**config.mk**
```make
export PLATFORM = sky130hd
export DESIGN_NAME = insn_fetch_ctrl
export DESIGN_NICKNAME = d
export VERILOG_FILES = /design/src/rtl/fetch_pkg.sv /design/src/rtl/fetch_queue.sv /design/src/rtl/insn_fetch_ctrl.sv
export SDC_FILE = /design/constraint.sdc
export NUM_CORES = 1
export LEC_CHECK = 0
export ABC_AREA = 1
export BUFFER_PORTS_ARGS = -buffer_cell sky130_fd_sc_hd__buf_2
export CORE_AREA = 2 2 116 118
export DETAILED_ROUTE_END_ITERATION = 16
export DIE_AREA = 0 0 118 120
export PLACE_DENSITY_LB_ADDON = 0.3
export SYNTH_ARGS = -nofsm -noshare
export SYNTH_HDL_FRONTEND = slang
export SYNTH_SLANG_ARGS = --single-unit
```
**constraint.sdc**
```tcl
create_clock -name clk -period 7.3 [get_ports clk]
set_input_delay 0 -clock clk [delete_from_list [all_inputs] [get_ports clk]]
set_output_delay 0 -clock clk [all_outputs]
set_load 0.01 [all_outputs]
```
**src/rtl/fetch_pkg.sv**
```systemverilog
// Shared types and default widths for the instruction fetch sequencer.
package fetch_pkg;

  localparam int unsigned FetchAddrW = 10;
  localparam int unsigned FetchDataW = 32;

  // One fetch queue slot: word index plus the instruction read from it.
  typedef struct packed {
    logic [FetchAddrW-1:0] pc;
    logic [FetchDataW-1:0] insn;
  } fetch_entry_t;

  typedef enum logic [0:0] {
    StRun,
    StHalted
  } fetch_state_e;

endpackage

```
**src/rtl/fetch_queue.sv**
```systemverilog
// Two-entry FIFO of fetched {pc, insn} pairs with synchronous flush.
module fetch_queue
  import fetch_pkg::*;
(
  input  logic         clk_i,
  input  logic         rst_i,
  input  logic         push_i,
  input  fetch_entry_t push_data_i,
  input  logic         pop_i,
  input  logic         flush_i,
  output fetch_entry_t head_o,
  output logic [1:0]   count_o
);

  fetch_entry_t entry_q [2];
  fetch_entry_t entry_d [2];
  logic         wr_ptr_q, wr_ptr_d;
  logic         rd_ptr_q, rd_ptr_d;
  logic [1:0]   count_q, count_d;

  // Next-state: flush wins, otherwise push and pop update independently.
  always_comb begin
    entry_d  = entry_q;
    wr_ptr_d = wr_ptr_q;
    rd_ptr_d = rd_ptr_q;
    count_d  = count_q;
    if (flush_i) begin
      wr_ptr_d = 1'b0;
      rd_ptr_d = 1'b0;
      count_d  = 2'd0;
    end else begin
      if (push_i) begin
        entry_d[wr_ptr_q] = push_data_i;
        wr_ptr_d          = ~wr_ptr_q;
      end
      if (pop_i) begin
        rd_ptr_d = ~rd_ptr_q;
      end
      count_d = count_q + {1'b0, push_i} - {1'b0, pop_i};
    end
  end

  // Storage, pointers and occupancy.
  always_ff @(posedge clk_i or posedge rst_i) begin
    if (rst_i) begin
      entry_q[0] <= '0;
      entry_q[1] <= '0;
      wr_ptr_q   <= 1'b0;
      rd_ptr_q   <= 1'b0;
      count_q    <= 2'd0;
    end else begin
      entry_q  <= entry_d;
      wr_ptr_q <= wr_ptr_d;
      rd_ptr_q <= rd_ptr_d;
      count_q  <= count_d;
    end
  end

  assign head_o  = entry_q[rd_ptr_q];
  assign count_o = count_q;

endmodule

```
**src/rtl/insn_fetch_ctrl.sv**
```systemverilog
// Fetch sequencer: owns the fetch PC, issues one-cycle memory reads, buffers
// returned words in a 2-entry queue and hands them to decode.
module insn_fetch_ctrl
  import fetch_pkg::*;
#(
  parameter int unsigned ADDR_W   = FetchAddrW,
  parameter int unsigned DATA_W   = FetchDataW,
  parameter int unsigned RESET_PC = 0
) (
  input  logic              clk,
  input  logic              rst,
  output logic [ADDR_W-1:0] mem_addr,
  input  logic [DATA_W-1:0] mem_data,
  input  logic              redirect_valid,
  input  logic [ADDR_W-1:0] redirect_pc,
  input  logic              halt,
  output logic              out_valid,
  output logic [DATA_W-1:0] out_insn,
  output logic [ADDR_W-1:0] out_pc,
  input  logic              out_ready
);

  logic [ADDR_W-1:0] fpc_q, fpc_d;
  logic [ADDR_W-1:0] req_pc_q, req_pc_d;
  logic              req_vld_q, req_vld_d;
  fetch_state_e      state_q, state_d;

  logic         pop;
  logic         push;
  logic         issue;
  logic [1:0]   count;
  logic [2:0]   occupancy;
  fetch_entry_t push_data;
  fetch_entry_t head;

  assign pop  = out_valid & out_ready;
  // A redirect discards the in-flight read rather than queueing it.
  assign push = req_vld_q & ~redirect_valid;

  // Entries held after this edge if nothing new is issued; issue only when a
  // slot is guaranteed free for the word it will return.
  assign occupancy = {1'b0, count} + {2'b00, req_vld_q} - {2'b00, pop};
  assign issue     = (state_q == StRun) & ~halt & ~redirect_valid & (occupancy < 3'd2);

  // FSM next state and fetch PC / in-flight tracking.
  always_comb begin
    state_d   = state_q;
    fpc_d     = fpc_q;
    req_pc_d  = req_pc_q;
    req_vld_d = 1'b0;
    unique case (state_q)
      StRun:    if (halt)  state_d = StHalted;
      StHalted: if (!halt) state_d = StRun;
      default:  state_d = StRun;
    endcase
    if (redirect_valid) begin
      fpc_d = redirect_pc;
    end else if (issue) begin
      req_vld_d = 1'b1;
      req_pc_d  = fpc_q;
      fpc_d     = fpc_q + ADDR_W'(1);
    end
  end

  // Controller state registers.
  always_ff @(posedge clk or posedge rst) begin
    if (rst) begin
      state_q   <= StRun;
      fpc_q     <= ADDR_W'(RESET_PC);
      req_pc_q  <= '0;
      req_vld_q <= 1'b0;
    end else begin
      state_q   <= state_d;
      fpc_q     <= fpc_d;
      req_pc_q  <= req_pc_d;
      req_vld_q <= req_vld_d;
    end
  end

  assign push_data = '{pc: req_pc_q, insn: mem_data};

  fetch_queue u_queue (
    .clk_i       (clk),
    .rst_i       (rst),
    .push_i      (push),
    .push_data_i (push_data),
    .pop_i       (pop),
    .flush_i     (redirect_valid),
    .head_o      (head),
    .count_o     (count)
  );

  assign mem_addr  = fpc_q;
  assign out_valid = (count != 2'd0);
  assign out_insn  = head.insn;
  assign out_pc    = head.pc;

endmodule
```
==> run summary <==
Setup path
* largest driver fanout on the critical path: 45
* type of element launching the critical path: register
* data arrival time of the critical path: 2680 ps
* kind of capture point of the worst setup path: primary output
* Buf+Inv Stages, Crit Path: 3
* largest delay contributor family on the critical path: buffers and inverters
* standard cell with the maximum stage delay on the critical path: dfrtp_2
* critical path class: reg -> out
* slowest cell delay on critical path: 960 ps
* Most common cell on crit path: nand2_1
* cells along the critical path: clkinv_1 > buf_4 > nand2_1 > nand2_1 > buf_2
* required time of the critical path: 7300 ps

Synth
* post-synthesis cell count: 629
* number of distinct library cells after synthesis: 21
* Syn Std Cell Area: 5030 µm²
* syn avg cell area: 8.00 µm²
* share of synthesized area occupied by flip-flops and latches: 0.547
* syn_nets: 681
* Synth Register Bits: 110
* Synthesis Warnings: 0

Min path
* worst min-delay path category: in -> reg

Floorplan
* IO Pins: 100
* standard-cell row count: 42
* width of the chip: 118 µm
* area of the die: 14200 µm²
* Initial Util: 0.388
* die height: 120 µm
* standard cell core area: 13000 µm²

Global routing
* first-pass GRT wire length: 19900 µm
* vias in the first global route: 4242
* maximum number of pins on one net before global-route repair: 85
* antenna violations before repair: 0
* overall fraction of global-route tracks in use: 0.173
* total congestion overflow after global routing: 0

Clock network
* CTS sink cnt: 110
* clk root buf: clkbuf_16
* clk_lat worst skew: 340 ps
* Setup Buffers After CTS: 0
* total of cells resized after clock tree synthesis: 0
* H-tree depth: 3
* number of buffers inserted during clock tree synthesis: 9
* Reg clk slew, reported paths: 70 ps
* clock tree from TritonCTS: done
* clock tree buffer depth: 2

STA
* post-route minimum period: 2680 ps
* Finish-stage setup viols: 0
* worst slew margin relative to its limit: 0.378
* Hold Violations, Final: 0
* TNS Setup: 0 ps
* highest achievable clock rate: 0.373 GHz
* RSZ-0062 raised after global routing: no
* clock skew: 8.59 ps
* slew at the pin closest to its max-slew limit: 934 ps
* final critical-path share of the clock period: 0.367
* Final Max Slew Viols: 0

Placement
* count of buffers from port buffering: 99
* hpwl dp: 7210 µm
* final RePlAce weighted congestion: 0.825
* Placed Cells: 875

Power
* power density of the placed cells: 361 nW/µm²
* leakage power figure: 3.40 nW
* maximum ir drop on the vdd rail: 0.109 mV

Final layout
* Antenna Diode Count: 0
* area overhead of the layout relative to synthesis: 25.3%
* post-layout net count: 807
* share of layout cells above drive strength 1: 0.162
* core utilization of the finished layout: 0.486
* non-filler instance count after layout: 934

Drt
* antenna violation net count after detailed routing: 0
* detailed-route via count: 4309
* Initial DRC Count: 313
* routed wirelength normalized by instance count: 12.3 µm
* remaining design rule violation count: 0
* total routed wirelength: 11500 µm
* Detailed Routing Iterations Pass 1: 5
* post-detailed-route via-to-cell ratio: 4.61

Flow run
* total of max-cap violations: 0

Status
* outcome: complete, no violations

==> registers in the layout, indices dropped and copies added (netlist names) <==
register          count
mem_addr             10
req_pc_q             10
req_vld_q             1
state_q               1
u_queue.count_o       2
u_queue.entry_q      84
u_queue.rd_ptr_q      1
u_queue.wr_ptr_q      1
==> per-layer routing <==
layer / GRT usage / part of all wire / up-vias
met5: 0 / 0 / -
li1: - / - / 2196
met2: 0.289 / 0.48 / 102
met1: 0.226 / 0.47 / 2001
met4: 0.0633 / 0.012 / 0
met3: 0.0328 / 0.039 / 10
==> metrics by stage <==
stage	power [mW]	hold slack, ps	cell area, µm²	setup slack [ps]
6_report	2.28	14.0	6300	4620
4_1_cts	2.31	2.33	6300	4600
5_1_grt	2.48	44.1	6300	4420
3_3_place_gp	1.76	121	5560	4820
2_1_floorplan	1.51	31.4	5030	4400
3_5_place_dp	1.80	133	5560	4720
==> repair_timing <==
| action | CTS | global route |
|---|---|---|
| setup endpoints to repair | 0 | 0 |
| endpoints found under the hold margin | 126 | 0 |
| hold buffers | 45 | 0 |
==> where the power goes <==
part / switching (mW) / internal, mW / leakage [nW]
sequential: 0.164 / 0.849 / 1.43
combinational: 0.464 / 0.320 / 1.83
clock: 0.202 / 0.281 / 0.142
total: 0.829 / 1.45 / 3.40
==> cells by family after synthesis <==
group,share of synthesized area
AO/OA/AOI/OAI,0.101
adder cells (fa/ha/maj),0.0139
buffers and inverters,0.0945
flip-flops,0.547
AND/OR/NAND/NOR,0.244
==> layout by cell type, fill, tap and decap left out, types with 4 or more instances in the layout <==
master / n
nand3_1: 27
nor2_1: 11
clkbuf_16: 9
o21ai_0: 63
dfrtp_1: 109
dlygate4sd3_1: 45
nand2_1: 269
o21ai_1: 35
inv_1: 64
buf_2: 99
ha_1: 4
buf_4: 4
==> layout make-up <==
cell class                      count  area (µm²)
Clock buffer                       13         260
Clock inverter                      1        30.0
Fill cell                        1295        6680
Inverter                           67         254
Multi-Input combinational cell    419        1810
Sequential cell                   110        2750
Tap cell                          176         220
Timing Repair Buffer              148         976
==> cell usage after synthesis <==
| master | count | area share |
|---|---|---|
| nand3_2 | 1 | 0.0020 |
| nand4_1 | 1 | 0.0012 |
| buf_4 | 4 | 0.0060 |
| nor2_2 | 1 | 0.0012 |
| inv_2 | 1 | 0.00074 |
| nand2_1 | 271 | 0.20 |
| buf_6 | 11 | 0.025 |
| o21ai_1 | 35 | 0.035 |
| clkinv_1 | 1 | 0.00074 |
| nor2_4 | 1 | 0.0022 |
| buf_2 | 2 | 0.0020 |
| o21ai_0 | 63 | 0.063 |
| clkbuf_1 | 16 | 0.012 |
| fa_1 | 1 | 0.0040 |
| dfrtp_1 | 110 | 0.55 |
| o21a_1 | 1 | 0.0015 |
| inv_1 | 65 | 0.048 |
| nand3_1 | 27 | 0.027 |
| nor2_1 | 11 | 0.0082 |
| ha_1 | 4 | 0.0099 |
| a21oi_1 | 2 | 0.0020 |
==> tightest hold or removal path: cells and delay by family <==
| kind | cells | cell delay [ps] |
|---|---|---|
| buffers and inverters | 1 | 190 |
| and+or+nand+nor | 2 | 130 |
==> worst paths after layout <==
path | start | endpoint | slack, ps | depth (start not counted)
min reg2reg | u_queue.entry_q[79] | u_queue.entry_q[79] | 480 | 2
min in group asynchronous | rst | u_queue.entry_q[49] | 320 | 3
max in group asynchronous | rst | u_queue.rd_ptr_q | 5740 | 4
max | u_queue.rd_ptr_q | out_pc[4] | 4620 | 5
max reg2reg | u_queue.count_o[1] | mem_addr[9] | 4700 | 12
min | redirect_valid | mem_addr[0] | 10 | 3
(Power assumes the default switching activity.)
